File: config.mk
export PLATFORM = sky130hd
export DESIGN_NAME = exec_sequencer_flat
export DESIGN_NICKNAME = d
export VERILOG_FILES = /design/src/rtl/exec_sequencer_if.sv /design/src/rtl/exec_sequencer.sv /design/src/flat_wrapper.sv
export SDC_FILE = /design/constraint.sdc
export NUM_CORES = 1
export LEC_CHECK = 0
export ABC_AREA = 1
export CORE_MARGIN = 4
export CORE_UTILIZATION = 32
export DETAILED_ROUTE_END_ITERATION = 10
export GPL_TIMING_DRIVEN = 0
export PLACE_DENSITY = 0.63
export SLEW_MARGIN = 10
export SYNTH_ARGS = -nofsm -noshare
export SYNTH_HDL_FRONTEND = slang
export SYNTH_SLANG_ARGS = --single-unit
File: constraint.sdc
create_clock -name CLK -period 5.6 [get_ports CLK]
set_clock_uncertainty 0.05 [all_clocks]
set_input_delay 1.4 -clock CLK [delete_from_list [all_inputs] [get_ports CLK]]
set_output_delay 1.4 -clock CLK [all_outputs]
set_load 0.1 [all_outputs]
File: src/rtl/exec_sequencer_if.sv
// Handshake bundle between the decode side and the execute sequencer.
// Carries offer/ready, execute enable, retire strobe and flush/redirect.
interface exec_sequencer_if;
    logic        IN_VALID;
    logic        IN_READY;
    logic [31:0] IN_PC;
    logic        IN_IS_MC;
    logic        IN_IS_CTRL;
    logic [31:0] JUMP_DEST;
    logic        EXEC_EN;
    logic        OUT_VALID;
    logic        FLUSH;
    logic [31:0] REDIRECT_PC;

    modport master (
        output IN_VALID, IN_PC, IN_IS_MC, IN_IS_CTRL, JUMP_DEST,
        input  IN_READY, EXEC_EN, OUT_VALID, FLUSH, REDIRECT_PC
    );

    modport slave (
        input  IN_VALID, IN_PC, IN_IS_MC, IN_IS_CTRL, JUMP_DEST,
        output IN_READY, EXEC_EN, OUT_VALID, FLUSH, REDIRECT_PC
    );
endinterface

File: src/rtl/exec_sequencer.sv
// Execute-stage sequencer: holds one instruction through execute,
// retires it, and flushes the front end on a taken control transfer.
// Ports: CLK, RST (sync, active-high), bus (exec_sequencer_if.slave):
//   IN_VALID/IN_READY/IN_PC/IN_IS_MC/IN_IS_CTRL  instruction offer
//   JUMP_DEST  next-PC from datapath, EXEC_EN  datapath enable
//   OUT_VALID  retire strobe, FLUSH/REDIRECT_PC  front-end redirect
// Macro EXEC_SEQ_MC_EN builds multi-cycle support (WAIT + counter).
module exec_sequencer #(
    parameter int MC_LAT = 4
) (
    input  logic              CLK,
    input  logic              RST,
    exec_sequencer_if.slave   bus
);

`ifdef EXEC_SEQ_MC_EN
    typedef enum logic [1:0] {IDLE, EXEC, WAIT, DONE} state_t;
`else
    typedef enum logic [1:0] {IDLE, EXEC, DONE} state_t;
`endif

    state_t      state_q;
    state_t      state_d;
    logic [31:0] pc_q;
    logic [31:0] dest_q;
    logic        ctrl_q;
    logic        exec_en;
    logic        in_ready;
    logic        retire;
    logic        taken;
    logic        flush;
    logic        latch;

`ifdef EXEC_SEQ_MC_EN
    localparam logic [3:0] CNT_INIT = 4'(MC_LAT - 2);
    logic        mc_q;
    logic [3:0]  cnt_q;
`endif

    assign in_ready = (state_q == IDLE) || (state_q == DONE);
    assign retire   = (state_q == DONE);
    assign taken    = ctrl_q && (dest_q != pc_q + 32'd1);
    assign flush    = retire && taken;
    // A taken retire kills whatever is offered alongside it.
    assign latch    = bus.IN_VALID && in_ready && !flush;

    always_comb begin
        state_d = state_q;
        exec_en = 1'b0;
        unique case (state_q)
            IDLE: begin
                if (latch) state_d = EXEC;
            end
            EXEC: begin
                exec_en = 1'b1;
                state_d = DONE;
`ifdef EXEC_SEQ_MC_EN
                if (mc_q) state_d = WAIT;
`endif
            end
`ifdef EXEC_SEQ_MC_EN
            WAIT: begin
                exec_en = 1'b1;
                if (cnt_q == 4'd0) state_d = DONE;
            end
`endif
            DONE: begin
                state_d = latch ? EXEC : IDLE;
            end
            default: state_d = IDLE;
        endcase
    end

    always_ff @(posedge CLK) begin
        if (RST) begin
            state_q <= IDLE;
            pc_q    <= '0;
            ctrl_q  <= 1'b0;
            dest_q  <= '0;
        end else begin
            state_q <= state_d;
            if (latch) begin
                pc_q   <= bus.IN_PC;
                ctrl_q <= bus.IN_IS_CTRL;
            end
            if (exec_en) dest_q <= bus.JUMP_DEST;
        end
    end

`ifdef EXEC_SEQ_MC_EN
    // EXEC is the first execute cycle, so WAIT covers MC_LAT-1 more.
    always_ff @(posedge CLK) begin
        if (RST) begin
            mc_q  <= 1'b0;
            cnt_q <= '0;
        end else begin
            if (latch) mc_q <= bus.IN_IS_MC;
            if (state_q == EXEC && state_d == WAIT)
                cnt_q <= CNT_INIT;
            else if (state_q == WAIT && cnt_q != 4'd0)
                cnt_q <= cnt_q - 4'd1;
        end
    end
`endif

    assign bus.IN_READY    = in_ready;
    assign bus.EXEC_EN     = exec_en;
    assign bus.OUT_VALID   = retire;
    assign bus.FLUSH       = flush;
    assign bus.REDIRECT_PC = flush ? dest_q : 32'd0;

endmodule

File: src/flat_wrapper.sv
// flat-port wrapper written by rule: the top's interface ports become plain ports
module exec_sequencer_flat 
#(
    parameter int MC_LAT = 4
)
  (CLK, RST, bus_IN_VALID, bus_IN_PC, bus_IN_IS_MC, bus_IN_IS_CTRL, bus_JUMP_DEST, bus_IN_READY, bus_EXEC_EN, bus_OUT_VALID, bus_FLUSH, bus_REDIRECT_PC);
  exec_sequencer_if bus_i ();
  input  logic CLK;
  input  logic RST;
  input wire logic [$bits(bus_i.IN_VALID)-1:0] bus_IN_VALID;
  input wire logic [$bits(bus_i.IN_PC)-1:0] bus_IN_PC;
  input wire logic [$bits(bus_i.IN_IS_MC)-1:0] bus_IN_IS_MC;
  input wire logic [$bits(bus_i.IN_IS_CTRL)-1:0] bus_IN_IS_CTRL;
  input wire logic [$bits(bus_i.JUMP_DEST)-1:0] bus_JUMP_DEST;
  output wire logic [$bits(bus_i.IN_READY)-1:0] bus_IN_READY;
  output wire logic [$bits(bus_i.EXEC_EN)-1:0] bus_EXEC_EN;
  output wire logic [$bits(bus_i.OUT_VALID)-1:0] bus_OUT_VALID;
  output wire logic [$bits(bus_i.FLUSH)-1:0] bus_FLUSH;
  output wire logic [$bits(bus_i.REDIRECT_PC)-1:0] bus_REDIRECT_PC;
  assign bus_i.IN_VALID = bus_IN_VALID;
  assign bus_i.IN_PC = bus_IN_PC;
  assign bus_i.IN_IS_MC = bus_IN_IS_MC;
  assign bus_i.IN_IS_CTRL = bus_IN_IS_CTRL;
  assign bus_i.JUMP_DEST = bus_JUMP_DEST;
  assign bus_IN_READY = bus_i.IN_READY;
  assign bus_EXEC_EN = bus_i.EXEC_EN;
  assign bus_OUT_VALID = bus_i.OUT_VALID;
  assign bus_FLUSH = bus_i.FLUSH;
  assign bus_REDIRECT_PC = bus_i.REDIRECT_PC;
  exec_sequencer #(.MC_LAT(MC_LAT)) u_core (.CLK(CLK), .RST(RST), .bus(bus_i));
endmodule
==> run_results.csv, run 1 <==
group,metric,value,unit
cells_and_area,syn2layout_area_growth,39.05,%
drt,wl,13.62,mm
yosys,synth_top_area_share,31.64,%
timing,slew_violations,0,
yosys,syn_area,0.004239,mm2
global_routing,grt_util_all_layers,18.53,%
global_routing,grt_overflow,0,
cts,post-cts-setup-buffers,0,
yosys,yosysMostFrequentCell,"nand2_1",
cts,cts_buffers,9,
yosys,yosys-top-cells-area,"dfxtp_1, nand2_1, nor2_1",
drt,firstDrtPassIters,5,
floorplan,row_count,41,
placed_design,dpl.hpwl,10.76,mm
global_routing,antenna_found_initial,0,
setup_path,critPathMaxFanout,10,
timing,setup_violations,0,
yosys,yosysWarnings,0,
drt,drt-wirelength-per-cell,13.57,um
cts,cts_tree,"yes",
timing,period_minus_slack,5.300,ns
cts,clkLatencyLatePin,0.34,ns
global_routing,grt_max_degree,13,
timing,fin_setup_tns,0,ns
yosys,ys_seq_area_share,31.64,%
setup_path,worstSetupStartpointType,"register",
cts,cts.sinks,67,
yosys,synth_edf_count,0,
floorplan,ioPinCount,105,
run,maxCapViolCount,0,
floorplan,die-area,0.01515,mm2
cts,root_buffer,"clkbuf_16",
yosys,async_flop_share,0,%
outcome,status,"completed",
timing,rsz0062_at_grt,"false",
cells_and_area,antennaDiodeCount,0,
min_path,min_path_type,"reg -> reg",
drt,dr_total_vias,4592,
cells_and_area,fill_cells,1372,
placed_design,numPortBuffers,103,
floorplan,placeableCoreArea,0.01277,mm2
setup_path,cp_data_arrival_time,3.85,ns
drt,vias_per_cell,4.574,
drt,drc,0,
drt,drt-initial-drc-count,162,
yosys,synth-seq-cells,67,
timing,fmax,0.1887,GHz
power_and_ir_drop,vdd_drop_max,0.0001424,V
global_routing,grt_pass1_vias,4425,
timing,finalHoldViolations,0,
setup_path,crit_path_end_kind,"output pin",
setup_path,critPathKind,"reg -> out",
timing,worstMarginPinSlew,0.9969,ns
yosys,syn-num-nets,783,
floorplan,initial_utilization,33.19,%
drt,antenna_left,0,
setup_path,required,4.15,ns
placed_design,gp_congestion,0.9351,
timing,period_share,94.64,%
yosys,synth_cells,713,
cells_and_area,nets,897,
cts,clk_pin_slew,0.06,ns
yosys,avgSynthCellArea,5.945,um2
timing,whs,0.4386,ns
cts,htreeDepth,3,
power_and_ir_drop,p_leak,0.003104,uW
yosys,synth_top_cell_by_area,"dfxtp_1",
floorplan,die_h,123.1,um
timing,slew_headroom,33.43,%
yosys,synthDistinctLibCells,28,
floorplan,die_width,123.1,um
cts,clockBufferDepth,2,
yosys,ys_dominant_reg_cell,"dfxtp_1",
power_and_ir_drop,power_density,245.8,mW/mm2
global_routing,grt_pass1_wl,21.63,mm
yosys,synth_common_cells,"nand2_1, nor2_1, inv_1",
cells_and_area,multi_input_area,0.002330,mm2
cells_and_area,drive_gt1_share,4.928,%
cells_and_area,regArea,0.001341,mm2
per-layer routing:
| layer | up-vias | track usage, % | part of all wire (%) |
|---|---|---|---|
| li1 | 2436 | - | - |
| met1 | 2026 | 25.40 | 48 |
| met2 | 107 | 29.31 | 45 |
| met3 | 23 | 3.431 | 4.2 |
| met4 | 0 | 6.367 | 2.1 |
| met5 | - | 0 | 0 |
final cells by class:
type	instances	share of cell area, %
clock buffers	11	4.118
inverters	104	6.623
repair buffers	103	18.85
plain buffers	31	3.014
clock inverters	5	1.465
flip-flops and latches	67	22.76
multi-input cells	511	39.52
well taps	172	3.651
metrics by stage:
| step | worst slack [ns] | cells | instance area [um2] | power (uW) | util [%] |
|---|---|---|---|---|---|
| after floorplan | 0.6187 | 713 | 4239 | 722.0 | - |
| after global placement | 0.4197 | 988 | 5485 | 823.3 | 42.94 |
| after CTS | 0.04835 | 1004 | 5814 | 1460 | 45.52 |
| after global routing | 0.005365 | 1004 | 5894 | 1518 | 46.15 |
| after detailed placement | 0.4426 | 988 | 5485 | 825.5 | 42.94 |
| final | 0.3001 | 1004 | 5894 | 1449 | 46.15 |
critical path: stages, from the launching register on:
cell             delay [ns]
dfxtp_1                0.44
ha_1                   0.23
nand3_1                0.15
nor2_2                 0.23
nand3_1                0.13
nor2_1                 0.20
nand2_1                0.11
nand2_1                0.07
nand2_1                0.04
nand2_1                0.05
inv_1                  0.04
nand2_1                0.05
nor2_1                 0.05
nand3_1                0.18
nand2_4                0.13
buf_6                  0.17
nor2_1                 0.10
clkdlybuf4s50_1        1.14
registers in the layout, indices dropped and copies added, names as in the netlist:
register	count
u_core.pc_q	32
u_core.ctrl_q	1
u_core.state_q	2
u_core.dest_q	32
report_power, final:
| group | internal, uW | switching [uW] |
|---|---|---|
| combinational | 120 | 144 |
| clock | 405 | 227 |
| sequential | 513 | 40.1 |
| total | 1040 | 411 |
cell families (layout without fill, tap and decap cells):
kind of cell    after synthesis  after routing  share of synthesized area (%)
compound gates              105            105                          12.81
flops                        67             67                          31.64
buf+inv                     135            254                          13.40
simple gates                384            384                          37.52
xor+xnor                     21             21                          4.339
fa+ha+maj                     1              1                         0.2951
path summary, 6_finish.rpt:
| check | from | endpoint | slack (ns) | cells after the start |
|---|---|---|---|---|
| min reg2reg | u_core.dest_q[28] | u_core.dest_q[28] | 0.44 | 2 |
| min | u_core.dest_q[28] | u_core.dest_q[28] | 0.44 | 2 |
| max reg2reg | u_core.pc_q[0] | u_core.pc_q[21] | 2.77 | 17 |
| max | u_core.pc_q[0] | bus_REDIRECT_PC[31] | 0.30 | 17 |
placed cells by master (no fill, tap or decap):
cell type / count
dfxtp_1: 67
inv_2: 3
nor3_1: 2
buf_1: 1
xnor2_1: 8
clkbuf_1: 20
ha_1: 1
nand2_1: 182
nand3b_1: 5
bufinv_16: 2
inv_1: 100
o21bai_1: 7
nor2_1: 120
a21oi_1: 65
nor3_2: 1
buf_2: 1
nand3_1: 59
nand4_1: 3
nor2_4: 1
buf_6: 6
nand2_2: 2
clkdlybuf4s50_1: 71
clkbuf_16: 9
nand2_4: 1
buf_4: 4
xor2_1: 13
clkinv_4: 3
or2_2: 1
clkbuf_8: 1
clkinv_1: 1
nor2_2: 6
dlymetal6s2s_1: 32
and2_1: 1
o21ai_0: 33
timing repair:
action | CTS | global route
endpoints found under the setup margin | 0 | 32
gates resized for setup | 0 | 32
hold buffers | 0 | 0
Note: power is estimated with default switching activity, not from simulation.
==> run 2, diff against run 1 <==
Settings changed: CELL_PAD_IN_SITES_DETAIL_PLACEMENT set to 1, CELL_PAD_IN_SITES_GLOBAL_PLACEMENT set to 1, CORE_MARGIN 4 to 2, PLACE_DENSITY 0.63 to 0.84.
==> run 2 against run 1 <==
  * Sequential share of layout area increased by 0.50 points
  * Register-to-register slack got worse by 0.12 ns
  * Die area decreased by 6.4%
  * Worst hold slack improved by 0.00096 ns
  * Via count increased by 2.6%
  * Wire length increased by 8.9%
  * Design area decreased by 2.1%
  * Critical endpoint is now bus_REDIRECT_PC[17]
  * Critical path depth increased by 1
  * Final cell count increased by 0.30%
  * First-iteration DRC count increased by 12%
  * Sequential power about the same
==> run_results.csv, run 2 (synthesis results as in run 1) <==
group,metric,value,unit
outcome,status,"completed",
floorplan,placeableCoreArea,0.01309,mm2
cells_and_area,drive_gt1_share,6.137,%
global_routing,grt_pass1_vias,4841,
timing,fin_setup_tns,0,ns
cts,root_buffer,"clkbuf_16",
setup_path,slowest_delay,0.86,ns
power_and_ir_drop,vdd_drop_max,0.0001482,V
drt,dr_total_vias,4713,
global_routing,grt_use_met1,27.23,%
drt,drt-wirelength-per-cell,14.74,um
cells_and_area,nets,897,
cells_and_area,layout.cells.most_common,"nand2_1",
cells_and_area,stdcell_count,1007,
cells_and_area,design_area,0.005768,mm2
placed_design,place_area,0.005490,mm2
floorplan,ioPinCount,105,
cells_and_area,syn2layout_area_growth,36.07,%
power_and_ir_drop,p_leak,0.002779,uW
timing,rsz0062_at_grt,"false",
floorplan,initial_utilization,32.40,%
power_and_ir_drop,switching_share,29.01,%
global_routing,antenna_found_initial,0,
timing,fmax,0.1861,GHz
cells_and_area,reg_top3,"u_core.dest_q (32), u_core.pc_q (32), u_core.state_q (2)",
power_and_ir_drop,power_density,243.9,mW/mm2
global_routing,top_usage_layer,"met2",
setup_path,critPathBufInv,4,
placed_design,gp_congestion,0.8844,
cts,clk_pin_slew,0.06,ns
cts,ctsHoldBuffers,0,
run,maxCapViolCount,0,
cts,htreeDepth,3,
global_routing,met3_usage,2.490,%
cts,cts_tree,"yes",
timing,finalHoldViolations,0,
power_and_ir_drop,p_int,998.8,uW
setup_path,crit_chain,"ha_1, nand3_1, nor2_2, nand3_1, nor2_1, nand2_1, nand2_1, nand2_1, nand2_1, inv_1, nand2_1, nor2_1, nand3_1, nand2_4, buf_6, buf_6, nor2_1, dlygate4sd2_1",
setup_path,critPathMaxFanout,10,
setup_path,worstSetupStartpointType,"register",
drt,vias_per_cell,4.680,
drt,drc,0,
timing,slew_violations,0,
timing,period_share,95.97,%
cts,cts.repair.resized,20,
global_routing,grt_use_met2,38.18,%
setup_path,crit_family,"simple AND/OR/NAND/NOR gates",
timing,slew_headroom,34.57,%
drt,drt-initial-drc-count,182,
cts,clkLatencyLatePin,0.33,ns
cts,clockBufferDepth,2,
power_and_ir_drop,combPwrFrac,19.5,%
min_path,hp-start,"u_core.dest_q[28]",
cts,cts_buffers,9,
cts,post-cts-setup-buffers,0,
global_routing,grt_overflow,0,
setup_path,critPathKind,"reg -> out",
power_and_ir_drop,total_power,1407,uW
drt,firstDrtPassIters,4,
power_and_ir_drop,seqPwrFrac,39.4,%
cells_and_area,layout_common_cells,"nand2_1, nor2_1, inv_1",
setup_path,required,4.15,ns
setup_path,r2r_start,"u_core.pc_q[0]",
cells_and_area,antennaDiodeCount,0,
power_and_ir_drop,switchingPower,408.1,uW
setup_path,crit_path_end_kind,"output pin",
min_path,min_path_type,"reg -> reg",
floorplan,die_width,119.1,um
setup_path,startpoint,"u_core.pc_q[0]",
drt,antenna_left,0,
timing,worstMarginPinSlew,0.9799,ns
floorplan,die-area,0.01418,mm2
global_routing,grt_util_all_layers,21.49,%
drt,wl,14.84,mm
timing,setup_violations,0,
placed_design,numPortBuffers,103,
cts,cts.sinks,67,
setup_path,ff2ff_setup_slack,2.65,ns
global_routing,grt_pass1_wl,23.90,mm
floorplan,die_h,119.1,um
power_and_ir_drop,clkPwrFrac,41.1,%
floorplan,row_count,42,
setup_path,cp_data_arrival_time,3.92,ns
placed_design,placed_cells_incl_taps,992,
timing,period_minus_slack,5.375,ns
setup_path,critical_path.most_common_cell,"nand2_1",
global_routing,grt_max_degree,12,
setup_path,slowest_stage,"dlygate4sd2_1",
placed_design,dpl.hpwl,11.73,mm
==> run 2: final timing paths <==
path                                       endpoint  depth (start not counted)
worst max-delay path            bus_REDIRECT_PC[17]                         18
worst min-delay path              u_core.dest_q[28]                          2
worst max register to register      u_core.pc_q[12]                         17
worst min register to register    u_core.dest_q[28]                          2
==> run 2: through the flow <==
| step | util [%] | hold WS, ns | worst slack [ns] |
|---|---|---|---|
| floorplan | - | 0.4059 | 0.6187 |
| global placement | 41.96 | 0.4217 | 0.3725 |
| finish | 44.08 | 0.4396 | 0.2254 |
| global route | 44.08 | 0.4599 | 0.00008926 |
| CTS | 44.08 | 0.4387 | 0.02657 |
| detailed placement | 41.96 | 0.4293 | 0.3548 |
==> run 2: final cells by class <==
class,instances,area [um2]
fillers,1771,7317
multi-input cells,511,2330
flip-flops and latches,67,1341
repair buffers,103,1006
inverters,104,390.4
clock buffers,11,252.7
well taps,176,220.2
plain buffers,31,177.7
clock inverters,4,50.05
==> run 2: layer usage <==
metal | part of all wire (%) | vias up | routed length (um)
met5 | 0 | - | 0
met4 | 1.6 | 0 | 235
met3 | 3.1 | 14 | 457
met2 | 49 | 79 | 7327
met1 | 46 | 2189 | 6821
li1 | - | 2431 | -
==> run 2: worst reg2reg max path: cells and delay by family, from the launching register on <==
family	cells	cell delay [ns]
flops	1	0.48
fa+ha+maj	1	0.24
simple gates	14	1.80
buf+inv	2	0.26
==> run 2: power by group through the flow <==
stage / Sequential, uW / Clock, uW / Combinational [uW]
finish: 554 / 579 / 274
global route: 559 / 610 / 310
CTS: 553 / 584 / 276
detailed placement: 562 / 0 / 272
global placement: 561 / 0 / 265
floorplan: 548 / 0 / 175
==> run 3, diff against run 2 <==
Settings changed: HOLD_SLACK_MARGIN set to 0.12.
==> results of run 3 <==
The final DEF is identical to that of run 2; final timing and power are the same.
